`config.mk`:
```
export PLATFORM = sky130hd
export DESIGN_NAME = gcd_scheduler
export DESIGN_NICKNAME = d
export VERILOG_FILES = /design/src/rtl/gcd_pkg.sv /design/src/rtl/gcd_scheduler_rr_arbiter.sv /design/src/rtl/gcd_scheduler.sv
export SDC_FILE = /design/constraint.sdc
export NUM_CORES = 1
export LEC_CHECK = 0
export CORE_AREA = 2 2 154 156
export CTS_BUF_LIST = sky130_fd_sc_hd__clkbuf_4
export DETAILED_ROUTE_END_ITERATION = 6
export DIE_AREA = 0 0 156 158
export MAX_ROUTING_LAYER = met4
export SYNTH_ARGS = -nofsm -noshare
export SYNTH_HDL_FRONTEND = slang
export SYNTH_HIERARCHICAL = 1
export SYNTH_SLANG_ARGS = --single-unit
```
`constraint.sdc`:
```
create_clock -name clk_i -period 4.72 [get_ports clk_i]
set_input_delay 1.18 -clock clk_i [delete_from_list [all_inputs] [get_ports clk_i]]
set_output_delay 1.18 -clock clk_i [all_outputs]
set_load 0.1 [all_outputs]
```
`src/rtl/gcd_pkg.sv`:
```
// Shared types and constants for the gcd scheduler and its arbiter.
package gcd_pkg;

    localparam int GCD_WIDTH = 32;

    typedef enum logic [1:0] {
        S_IDLE  = 2'd0,
        S_START = 2'd1,
        S_WAIT  = 2'd2,
        S_DRAIN = 2'd3
    } sched_state_e;

endpackage

```
`src/rtl/gcd_scheduler_rr_arbiter.sv`:
```
// Combinational round-robin arbiter: searches from ptr+1 upward with wrap-around
// and returns the first requesting index as a one-hot grant plus its index.
module rr_arbiter #(
    parameter int N = 4,
    localparam int IDX_W = $clog2(N)
) (
    input  logic [N-1:0]     req_i,
    input  logic [IDX_W-1:0] ptr_i,
    output logic [N-1:0]     grant_o,
    output logic [IDX_W-1:0] grant_idx_o
);

    function automatic logic [IDX_W-1:0] wrap_idx(input logic [IDX_W-1:0] base, input int step);
        return IDX_W'((int'(base) + step) % N);
    endfunction

    logic found_s;

    // First set request after the pointer wins; the pointer itself is checked last.
    always_comb begin
        grant_o     = {N{1'b0}};
        grant_idx_o = {IDX_W{1'b0}};
        found_s     = 1'b0;
        for (int k = 1; k <= N; k++) begin
            if (!found_s && req_i[wrap_idx(ptr_i, k)]) begin
                grant_o[wrap_idx(ptr_i, k)] = 1'b1;
                grant_idx_o                 = wrap_idx(ptr_i, k);
                found_s                     = 1'b1;
            end else begin
                found_s = found_s;
            end
        end
    end

endmodule

```
`src/rtl/gcd_scheduler.sv`:
```
// Shares one gcd core among N_REQ requesters: round-robin grant, operand latch,
// single start pulse, and a one-cycle done pulse back to the winner.
module gcd_scheduler
    import gcd_pkg::*;
#(
    parameter int N_REQ = 4,
    parameter int WIDTH = GCD_WIDTH
) (
    input  logic                   clk_i,
    input  logic                   rst_i,
    input  logic [N_REQ-1:0]       req_i,
    input  logic [N_REQ*WIDTH-1:0] a_i,
    input  logic [N_REQ*WIDTH-1:0] b_i,
    output logic [N_REQ-1:0]       gnt_o,
    output logic [N_REQ-1:0]       done_o,
    output logic [WIDTH-1:0]       result_o,
    output logic                   busy_o,
    output logic                   gcd_start_o,
    output logic [WIDTH-1:0]       gcd_a_o,
    output logic [WIDTH-1:0]       gcd_b_o,
    input  logic                   gcd_busy_i,
    input  logic                   gcd_valid_i,
    input  logic [WIDTH-1:0]       gcd_result_i
);

    localparam int IDX_W = $clog2(N_REQ);

    sched_state_e     state_r, state_s;
    logic [IDX_W-1:0] ptr_r, ptr_s;
    logic [N_REQ-1:0] gnt_r, gnt_s;
    logic [N_REQ-1:0] done_r, done_s;
    logic [WIDTH-1:0] result_r, result_s;
    logic             busy_r, busy_s;
    logic             start_r, start_s;
    logic [WIDTH-1:0] op_a_r, op_a_s;
    logic [WIDTH-1:0] op_b_r, op_b_s;

    logic [N_REQ-1:0] win_gnt_s;
    logic [IDX_W-1:0] win_idx_s;
    logic [WIDTH-1:0] sel_a_s;
    logic [WIDTH-1:0] sel_b_s;

    rr_arbiter #(
        .N (N_REQ)
    ) u_arb (
        .req_i       (req_i),
        .ptr_i       (ptr_r),
        .grant_o     (win_gnt_s),
        .grant_idx_o (win_idx_s)
    );

    // AND-OR mux of the winner's operand slices.
    always_comb begin
        sel_a_s = {WIDTH{1'b0}};
        sel_b_s = {WIDTH{1'b0}};
        for (int i = 0; i < N_REQ; i++) begin
            sel_a_s = sel_a_s | (a_i[i*WIDTH +: WIDTH] & {WIDTH{win_gnt_s[i]}});
            sel_b_s = sel_b_s | (b_i[i*WIDTH +: WIDTH] & {WIDTH{win_gnt_s[i]}});
        end
    end

    // Next-state and next-output logic; every output is computed here and registered below.
    always_comb begin
        state_s  = state_r;
        ptr_s    = ptr_r;
        gnt_s    = gnt_r;
        done_s   = {N_REQ{1'b0}};
        result_s = result_r;
        op_a_s   = op_a_r;
        op_b_s   = op_b_r;
        case (state_r)
            S_IDLE: begin
                if ((req_i != {N_REQ{1'b0}}) && !gcd_busy_i) begin
                    gnt_s   = win_gnt_s;
                    ptr_s   = win_idx_s;
                    op_a_s  = sel_a_s;
                    op_b_s  = sel_b_s;
                    state_s = S_START;
                end else begin
                    state_s = S_IDLE;
                end
            end
            S_START: begin
                state_s = S_WAIT;
            end
            S_WAIT: begin
                // Operands stay put here: the core samples them the cycle after start.
                if (gcd_valid_i) begin
                    result_s = gcd_result_i;
                    done_s   = gnt_r;
                    state_s  = S_DRAIN;
                end else begin
                    state_s = S_WAIT;
                end
            end
            S_DRAIN: begin
                gnt_s   = {N_REQ{1'b0}};
                state_s = S_IDLE;
            end
            default: begin
                gnt_s   = {N_REQ{1'b0}};
                state_s = S_IDLE;
            end
        endcase
        busy_s  = (state_s != S_IDLE);
        start_s = (state_s == S_START);
    end

    // State and output registers; reset puts ptr at N_REQ-1 so requester 0 wins first.
    always_ff @(posedge clk_i or posedge rst_i) begin
        if (rst_i) begin
            state_r  <= S_IDLE;
            ptr_r    <= IDX_W'(N_REQ - 1);
            gnt_r    <= {N_REQ{1'b0}};
            done_r   <= {N_REQ{1'b0}};
            result_r <= {WIDTH{1'b0}};
            busy_r   <= 1'b0;
            start_r  <= 1'b0;
            op_a_r   <= {WIDTH{1'b0}};
            op_b_r   <= {WIDTH{1'b0}};
        end else begin
            state_r  <= state_s;
            ptr_r    <= ptr_s;
            gnt_r    <= gnt_s;
            done_r   <= done_s;
            result_r <= result_s;
            busy_r   <= busy_s;
            start_r  <= start_s;
            op_a_r   <= op_a_s;
            op_b_r   <= op_b_s;
        end
    end

    assign gnt_o       = gnt_r;
    assign done_o      = done_r;
    assign result_o    = result_r;
    assign busy_o      = busy_r;
    assign gcd_start_o = start_r;
    assign gcd_a_o     = op_a_r;
    assign gcd_b_o     = op_b_r;

endmodule

```
==> results.sh <==
export IMPL_outcome="complete, no violations"
export IMPL_cap_violations=0
export IMPL_synth_area_leaders="dfrtp_1, a22oi_1, a31oi_1"
export IMPL_critPathSlowestCell="clkdlybuf4s50_1"
export IMPL_crit_path_end_kind="flop"
export IMPL_worstPathCellList="clkdlybuf4s50_1 > and3b_1 > a21oi_1 > o41ai_2 > a221o_2 > buf_4 > a22oi_1 > a31oi_1"
export IMPL_cts_root_buf="clkbuf_4"
export IMPL_via_per_inst=5.33
export IMPL_rsz0062_at_grt="no"
export IMPL_critPathMaxStageDelay_ns=0.69
export IMPL_post_cts_repair_setup_buffers=0
export IMPL_drc=0
export IMPL_grtUsageMet2=0.364
export IMPL_drt_pass1_iter_count=5
export IMPL_ioPinCount=402
export IMPL_postRouteAntennaNets=0
export IMPL_die_area_um2=24600
export IMPL_layout_cells_most_common_list="clkdlybuf4s50_1, a22oi_1, a31oi_1, dfrtp_1, mux2_2"
export IMPL_syn_avg_cell_area_um2=10.5
export IMPL_met3_usage=0.0389
export IMPL_coreArea_um2=23100
export IMPL_drv_slew=0
export IMPL_floorplan_initialDensity=0.256
export IMPL_hold_ws_ns=0.527
export IMPL_syn2layout_area_growth_pct=73.5
export IMPL_grt_use_met1=0.258
export IMPL_gp_congestion=0.841
export IMPL_synth_cell_type_count=41
export IMPL_drt_iter0_markers=370
export IMPL_fp_row_count=56
export IMPL_antenna_found_initial=1
export IMPL_synth_nets=868
export IMPL_numCtsBuffers=9
export IMPL_max_freq_mhz=283
export IMPL_max_slew_margin=0.231
export IMPL_worstSkewPairLatency_ns=0.47
export IMPL_hold_violations=0
export IMPL_hp_class="reg2reg"
export IMPL_layout_commonest_cell="clkdlybuf4s50_1"
export IMPL_yosys_most_used_dff="dfrtp_1"
export IMPL_ys_ff_latch=110
export IMPL_yosysSeqAreaShare=0.466
export IMPL_grt_ovfl_total=0
export IMPL_ys_warn_count=6
export IMPL_grt_max_degree=75
export IMPL_skew_ns=0.0244
export IMPL_h_tree_depth=3
export IMPL_gr_max_usage_layer="met2"
export IMPL_vias=6493
export IMPL_min_period_ns=3.53
export IMPL_avgRoutedWirePerCell_um=22.2
export IMPL_tns_ns=0
export IMPL_synth_edf_count=0
export IMPL_fill_cells=2204
export IMPL_syn_area_um2=5910
export IMPL_regArea_um2=2760
export IMPL_portBuffers=401
export IMPL_drive_gt1_frac=0.0874
export IMPL_worstPathArrival_ns=3.92
export IMPL_multiInputGateArea_um2=2830
export IMPL_grt_pass1_wl_um=38700
export IMPL_synthArstFlopShare=1.00
export IMPL_die_x_um=156
export IMPL_path_delay_family="compound AO/OA/AOI/OAI gates"
export IMPL_synth_top_area_share=0.458
export IMPL_grt_pass1_vias=6546
export IMPL_synth_cells=561
export IMPL_path_buf_inv=2
export IMPL_routed_wl_um=27000
export IMPL_crit_fanout=29
export IMPL_cts_path_max_buffers=2
export IMPL_cts_resized=0
export IMPL_clock_sinks=110
export IMPL_cp_required_ns=5.11
export IMPL_cts_tree="done"
export IMPL_finalSetupViolCount=0
export IMPL_fin_nets=1230
export IMPL_critPathLaunchType="input port"
export IMPL_ctsHoldBuffers=0
export IMPL_dieHeight_um=158
export IMPL_grtUsageTotal=0.212
export IMPL_criticalPathCategory="in2reg"
export IMPL_tightest_slew_ns=1.15
export IMPL_path_clk_slew_ns=0.16
export IMPL_dp_hpwl_um=19200
export IMPL_finalCritPeriodShare=0.748
export IMPL_synth_area_leader_cell="dfrtp_1"
-- logic make-up (layout without fill, tap and decap cells) --
logic type                 Yosys count  count (layout)  synth area share
other                                0               1                 0
AOI/OAI and AO/OA                  284             284             0.338
and+or+nand+nor                     47              47            0.0411
muxes                               37              37            0.0743
buffers and inverters               72             438            0.0570
DFF                                110             110             0.466
adders and majority gates           11              11            0.0233
-- worst register-to-register path, delay by kind of cell, from the launching register on --
family	cells	cell delay (ns)
compound gates	4	0.91
flops	1	0.78
buf+inv	2	0.49
simple gates	1	0.11
mux	1	0.45
fa+ha+maj	1	0.45
-- per-layer routing --
metal  part of all wire  up-vias
li1                   -     2990
met1               0.40     3118
met2               0.51      357
met3              0.073       28
met4              0.015        0
met5                  0        -
-- Yosys cell counts, types with 2 or more instances --
cell and number:
and3_1 5, a221o_1 4, and3b_1 2, buf_6 8
o21ai_0 2, a21oi_1 2, a22oi_1 129, nor2_1 5
ha_1 11, a31oi_1 128, or4_1 5, buf_1 3
inv_1 7, dfstp_2 2, dfrtp_1 108, o211ai_1 5
nand2_1 22, clkbuf_1 50, mux2_2 33, o21ai_1 6
mux2_1 2, buf_2 2, mux4_2 2
-- state kept, by name, summed over array words and instances, names as in the netlist --
register,count
state_r,2
busy_o,1
gcd_start_o,1
done_o,4
gnt_o,4
ptr_r,2
gcd_a_o,32
result_o,32
gcd_b_o,32
-- cell type report --
type	instances	area share
Timing Repair Buffer	415	0.403
Multi-Input combinational cell	379	0.276
Sequential cell	110	0.269
Tap cell	290	0.0354
Clock inverter	6	0.00696
Clock buffer	9	0.00659
Inverter	8	0.00317
Antenna cell	1	0.000244
-- path summary, 6_finish.rpt --
| kind | slack [ns] | end | depth (start not counted) | startpoint |
|---|---|---|---|---|
| worst max register to register | 1.41 | gcd_b_o[15]$_DFFE_PP0P_ | 9 | ptr_r[0]$_DFFE_PP1P_ |
| worst max-delay path | 1.19 | gcd_a_o[22]$_DFFE_PP0P_ | 8 | req_i[3] |
| max in group asynchronous | 2.76 | ptr_r[1]$_DFFE_PP1P_ | 3 | rst_i |
| worst min register to register | 0.53 | result_o[13]$_DFFE_PP0P_ | 1 | result_o[13]$_DFFE_PP0P_ |
| worst min-delay path | 0.53 | result_o[13]$_DFFE_PP0P_ | 1 | result_o[13]$_DFFE_PP0P_ |
| min in group asynchronous | 1.11 | gcd_b_o[26]$_DFFE_PP0P_ | 2 | rst_i |
-- through the flow --
stage               instance area [um2]  setup WS (ns)   util  std cells
global route                      10200           1.07  0.445       1218
floorplan                          5910          0.641      -        561
detailed placement                10100          0.684  0.438       1202
global placement                  10100          0.789  0.438       1202
CTS                               10200           1.24  0.444       1217
finish                            10200           1.19  0.445       1218
Power is not shown: default switching activity piles up to over one toggle a cycle in this logic, so the estimate is an artifact.
